$ cat config.mk
export PLATFORM = sky130hd
export DESIGN_NAME = bcd_conv_sched
export DESIGN_NICKNAME = d
export VERILOG_FILES = /design/src/rtl/bcd_conv_sched.sv
export SDC_FILE = /design/constraint.sdc
export NUM_CORES = 1
export LEC_CHECK = 0
export ABC_CLOCK_PERIOD_IN_PS = 3100
export CORE_MARGIN = 2
export CORE_UTILIZATION = 45
export DETAILED_ROUTE_END_ITERATION = 8
export GPL_TIMING_DRIVEN = 1
export PLACE_DENSITY = 0.75
export SLEW_MARGIN = 15
export SYNTH_ARGS = -nofsm -noshare
export SYNTH_HDL_FRONTEND = slang
export SYNTH_SLANG_ARGS = --single-unit
$ cat constraint.sdc
create_clock -name clk -period 3.1 [get_ports clk]
set_input_delay 0.62 -clock clk [delete_from_list [all_inputs] [get_ports clk]]
set_output_delay 0.62 -clock clk [all_outputs]
set_load 0.01 [all_outputs]
$ cat src/rtl/bcd_conv_sched.sv
// ---------------------------------------------------------------------------
// bcd_conv_sched
//   Shared binary-to-BCD converter serving two requesters with round-robin
//   arbitration. One conversion runs at a time: IDLE picks a requester and
//   captures its operand, SHIFT runs W double-dabble iterations (one per
//   cycle), DONE presents the result and pulses the matching done.
//
// Ports
//   clk             clock, all state on posedge
//   rst             synchronous, active-high reset
//   req0/req1       conversion requests, held until the matching gnt
//   bin0/bin1       W-bit operands, stable while the request is high
//   gnt0/gnt1       one-cycle pulse in the first SHIFT cycle of a conversion
//   done0/done1     one-cycle pulse while bcd/overflow carry that result
//   bcd             {hundreds, tens, units} of the last completed conversion
//   overflow        captured operand > OVF_LIMIT, last completed conversion
//   busy            FSM not in IDLE
// ---------------------------------------------------------------------------

// One BCD digit's pre-shift correction: add 3 when the digit is >= 5 so the
// following left shift carries correctly into the next decade.
module bcd_digit_adj (
  input  logic [3:0] din,
  output logic [3:0] dout
);
  assign dout = (din >= 4'd5) ? din + 4'd3 : din;
endmodule

module bcd_conv_sched #(
  parameter int W         = 8,
  parameter int OVF_LIMIT = 99
) (
  input  logic         clk,
  input  logic         rst,
  input  logic         req0,
  input  logic [W-1:0] bin0,
  input  logic         req1,
  input  logic [W-1:0] bin1,
  output logic         gnt0,
  output logic         gnt1,
  output logic         done0,
  output logic         done1,
  output logic [11:0]  bcd,
  output logic         overflow,
  output logic         busy
);

  localparam int          NDIG      = 3;
  localparam int          CW        = $clog2(W + 1);
  localparam logic [31:0] OVF_LIM_U = 32'(OVF_LIMIT);

  typedef enum logic [1:0] {IDLE, SHIFT, DONE} state_t;

  // Result presented on the output ports; held between done pulses.
  typedef struct packed {
    logic [11:0] bcd;
    logic        ovf;
  } res_t;

  state_t                    state_q, state_d;
  logic [NDIG-1:0][3:0]      acc_q, acc_adj;
  logic [W-1:0]              op_q;
  logic [CW-1:0]             cnt_q;
  logic                      last_q;   // requester served most recently
  logic                      sel_q;    // requester of the conversion in flight
  logic                      ovf_q;    // overflow of the captured operand
  res_t                      res_q;

  logic                      load, step, finish, last_iter;
  logic                      pick;
  logic [W-1:0]              cap;
  logic                      cap_ovf;
  logic [4*NDIG+W-1:0]       sh;

  // -------------------------------------------------------------------------
  // Arbitration: a lone request wins outright; on a tie the requester that
  // was not served last goes next.
  // -------------------------------------------------------------------------
  always_comb begin
    pick = req1;
    if (req0 && req1) pick = ~last_q;
  end

  assign cap     = pick ? bin1 : bin0;
  assign cap_ovf = (32'(cap) > OVF_LIM_U);

  // -------------------------------------------------------------------------
  // Double-dabble step: correct each digit, then shift {bcd, operand} left
  // so the operand MSB enters the units LSB.
  // -------------------------------------------------------------------------
  for (genvar d = 0; d < NDIG; d++) begin : g_dig
    bcd_digit_adj u_adj (
      .din  (acc_q[d]),
      .dout (acc_adj[d])
    );
  end

  assign sh        = {acc_adj, op_q} << 1;
  assign last_iter = (cnt_q == CW'(W - 1));

  // -------------------------------------------------------------------------
  // FSM
  // -------------------------------------------------------------------------
  always_ff @(posedge clk) begin
    if (rst) state_q <= IDLE;
    else     state_q <= state_d;
  end

  always_comb begin
    state_d = state_q;
    load    = 1'b0;
    step    = 1'b0;
    finish  = 1'b0;
    case (state_q)
      IDLE: begin
        if (req0 || req1) begin
          state_d = SHIFT;
          load    = 1'b1;
        end
      end
      SHIFT: begin
        step = 1'b1;
        if (last_iter) begin
          state_d = DONE;
          finish  = 1'b1;
        end
      end
      DONE:    state_d = IDLE;
      default: state_d = IDLE;
    endcase
  end

  // -------------------------------------------------------------------------
  // Datapath and output pulses. gnt is registered off the accepting edge so
  // it lines up with the first SHIFT cycle; the result and done are
  // registered off the last iteration so they line up with DONE.
  // -------------------------------------------------------------------------
  always_ff @(posedge clk) begin
    if (rst) begin
      acc_q  <= '0;
      op_q   <= '0;
      cnt_q  <= '0;
      last_q <= 1'b1;
      sel_q  <= 1'b0;
      ovf_q  <= 1'b0;
      res_q  <= '0;
      gnt0   <= 1'b0;
      gnt1   <= 1'b0;
      done0  <= 1'b0;
      done1  <= 1'b0;
    end else begin
      gnt0  <= load & ~pick;
      gnt1  <= load &  pick;
      done0 <= finish & ~sel_q;
      done1 <= finish &  sel_q;
      if (load) begin
        acc_q  <= '0;
        op_q   <= cap;
        cnt_q  <= '0;
        sel_q  <= pick;
        last_q <= pick;
        ovf_q  <= cap_ovf;
      end else if (step) begin
        acc_q <= sh[4*NDIG+W-1:W];
        op_q  <= sh[W-1:0];
        cnt_q <= cnt_q + 1'b1;
        if (finish) begin
          res_q.bcd <= sh[4*NDIG+W-1:W];
          res_q.ovf <= ovf_q;
        end
      end
    end
  end

  assign bcd      = res_q.bcd;
  assign overflow = res_q.ovf;
  assign busy     = (state_q != IDLE);

endmodule

==> metrics.txt <==
Net count, final=291; Cell Rows=24; post-synthesis compound-gate area fraction=20.2%; share of cells above drive strength 1=10.9%; xor-xnor portion of the synthesized cell area=2.49%; placed insts=309; TNS Setup=0 ns; Post-CTS Setup Bufs=0; largest net degree at the start of global routing=22; Crit Path Category=in2reg; status=complete, no violations; Antenna Cells=0; Final Critical Period=2.04 ns; clock insertion delay at the later pin of the skew report=0.30 ns; detailed-router iteration count before antenna repair=4; post-route insts no fill=317; post-synthesis cell type count=41; Num CTS Buffers=5; Placement Cell Area=2480 um2; CP Launch Type=primary input; syn avg cell area=9.11 um2; r2r setup slk=1.27 ns; CTS H-tree depth=2; worst-case reg-to-reg path depth=3; ANT nets after route=0; fin crit share=65.9%; CTS-repair resized insts=0; Area Growth Syn to Fin=22.1%; Main synth FF type=dfxtp_1; detailed-route via count=1677; Hold Buf Count CTS=0; #FFs+latches synth=46; Adder-Cell Fraction of Synth Area=4.14%; Avg Vias per Cell=5.29; die width=72.5 um; leakage=0.875 nW; Post-synth ARST share=0%; Final Wtd Congestion=0.768; worst hold path cell count=1; Worst Hold Launch=sel_q$_SDFFE_PP0P_; Max Cap Viol=0; grt ovf=0; Detailed Place HPWL=3010 um; DRC viols=0; CP arrival=2.23 ns; total die area=5260 um2; relative slew slack=46.2%; fin area=2580 um2; number of flops mapped to enable cells by yosys=0; Starting Density=47.6%; Top Ports=38; Worst-path clk slew=0.09 ns; largest family of logic cells by synthesized area=compound AO/OA/AOI/OAI gates; Syn Inst Count=232; worst slew pin tran=0.807 ns; r2r startpoint=state_q[1]$_SDFFE_PP0P_; Max VDD drop=0.223 mV; 1st-iter DRT viols=52; PwrDens=447 nW/um2; sequential fraction of the synthesis area=43.6%; skew final=0.00604 ns; Final Hold Vio Count=0; first-pass GRT wire length=7310 um; vias in the first global route=1563; Final setup viols=0; Netlist Area Pre-Place=2110 um2; count of pins over their slew limit=0; clock root cell=clkbuf_8; initial antenna violation count=0; yosys warns=0; routed len/inst=13.4 um; die height=72.5 um; syn nets=259; GRT Total Usage=17.6%; crit path max fanout=17; WHS Endpoint=done0$_SDFF_PP0_; Achievable Freq=489 MHz; RSZ-0062 raised after global routing=false; worst min path class=reg2reg; mux contribution to synthesized area=4.62%; core area=4440 um2; CP Data Required Time=3.28 ns; Synth Area in Simple Gates=19.6%; Reg-to-Reg End=bcd[5]$_SDFFE_PP0P_; Clock Sinks=46; CTS tree=built; PortBufs=37; Clock Path Buffers=2; total wire length=4250 um; Worst setup EP type=flop
state kept, by name, summed over array words and instances (netlist names):
signal / count
op_q: 8
state_q: 2
gnt1: 1
last_q: 1
ovf_q: 1
gnt0: 1
sel_q: 1
cnt_q: 4
overflow: 1
done0: 1
done1: 1
acc_q: 12
bcd: 12
cell usage after synthesis, drive strengths merged (5+ instances only):
cell type  instances  share of area, %
a211oi            13               5.1
mux2               6               3.2
buf                8               2.8
a21oi             19               4.5
clkbuf             7               1.2
o21ai              6               1.4
o22ai             12               3.6
dfxtp             46                44
nand2b            11               3.4
nand2             27               4.8
nor3b              6               2.4
ha                 7               4.1
nor2              20               4.0
inv                7               1.2
nor2b              5               1.5
logic make-up (layout without fill, tap and decap cells):
kind of cell	after synthesis	after routing
AO/OA/AOI/OAI	61	61
XOR/XNOR	6	6
adder cells (fa/ha/maj)	7	7
buffers and inverters	22	55
flip-flops	46	46
multiplexers	9	9
AND/OR/NAND/NOR	81	81
metrics by stage:
stage	setup WS, ns	hold WS [ns]	utilization (%)	power [mW]
2_1_floorplan	1.57	0.406	-	0.741
3_3_place_gp	0.774	0.428	55.9	0.787
3_5_place_dp	0.742	0.425	55.9	0.789
5_1_grt	0.948	0.466	58.1	1.21
6_report	1.06	0.436	58.1	1.15
4_1_cts	1.06	0.439	58.1	1.16
per-layer routing:
layer / GRT usage, % / wire length (um) / up-vias
li1: - / - / 880
met4: 6.17 / 57 / 0
met2: 27.2 / 1960 / 20
met5: 0 / 0 / -
met3: 3.47 / 100 / 8
met1: 24.6 / 2140 / 769
final cells by class:
| cell class | instances | area, um2 |
|---|---|---|
| fill | 389 | 1860 |
| multi-input combinational | 164 | 1080 |
| sequential | 46 | 921 |
| timing repair buffer | 40 | 393 |
| clock buffer | 6 | 82.6 |
| tap | 52 | 65.1 |
| inverter | 7 | 26.3 |
| clock inverter | 2 | 12.5 |
layout by cell type, fill, tap and decap left out, types with 2 or more instances in the layout:
cell / Yosys / layout
nand3b_1: 2 / 2
nand2b_1: 10 / 10
a211oi_2: 2 / 2
a21oi_1: 19 / 19
o22ai_1: 12 / 12
inv_1: 7 / 7
o21ai_0: 5 / 5
a311oi_2: 4 / 4
clkdlybuf4s50_1: 0 / 37
or3_1: 2 / 2
nand2_1: 27 / 27
ha_1: 7 / 7
a22oi_1: 3 / 3
mux2_2: 6 / 6
xnor2_1: 4 / 4
nor3b_1: 5 / 5
xor2_1: 2 / 2
mux2i_1: 3 / 3
nor2_1: 18 / 18
buf_4: 1 / 3
nand3_1: 3 / 3
a211oi_1: 11 / 11
clkbuf_8: 0 / 6
nor2b_1: 5 / 5
dfxtp_1: 46 / 46
how the worst max path moves through the flow:
stage	end	startpoint	slack, ns
2_1_floorplan	op_q[4]$_SDFFE_PP0P_	req1	1.57
6_report	op_q[6]$_SDFFE_PP0P_	req1	1.06
3_3_place_gp	op_q[5]$_SDFFE_PP0P_	req1	0.77
3_5_place_dp	ovf_q$_SDFFE_PP0P_	req1	0.74
4_1_cts	op_q[6]$_SDFFE_PP0P_	req1	1.06
5_1_grt	ovf_q$_SDFFE_PP0P_	req1	0.95
worst max-delay path, cell delays in order:
cell and delay (ns):
clkdlybuf4s50_1 0.46, a21boi_2 0.61, mux2_2 0.41, nand2_1 0.06, a21oi_1 0.06
report_power, final:
| group | total [mW] | internal [mW] | switching, mW |
|---|---|---|---|
| logic | 0.152 | 0.0713 | 0.0808 |
| registers | 0.624 | 0.611 | 0.0128 |
| clock network | 0.379 | 0.179 | 0.199 |
(Power assumes the default switching activity.)
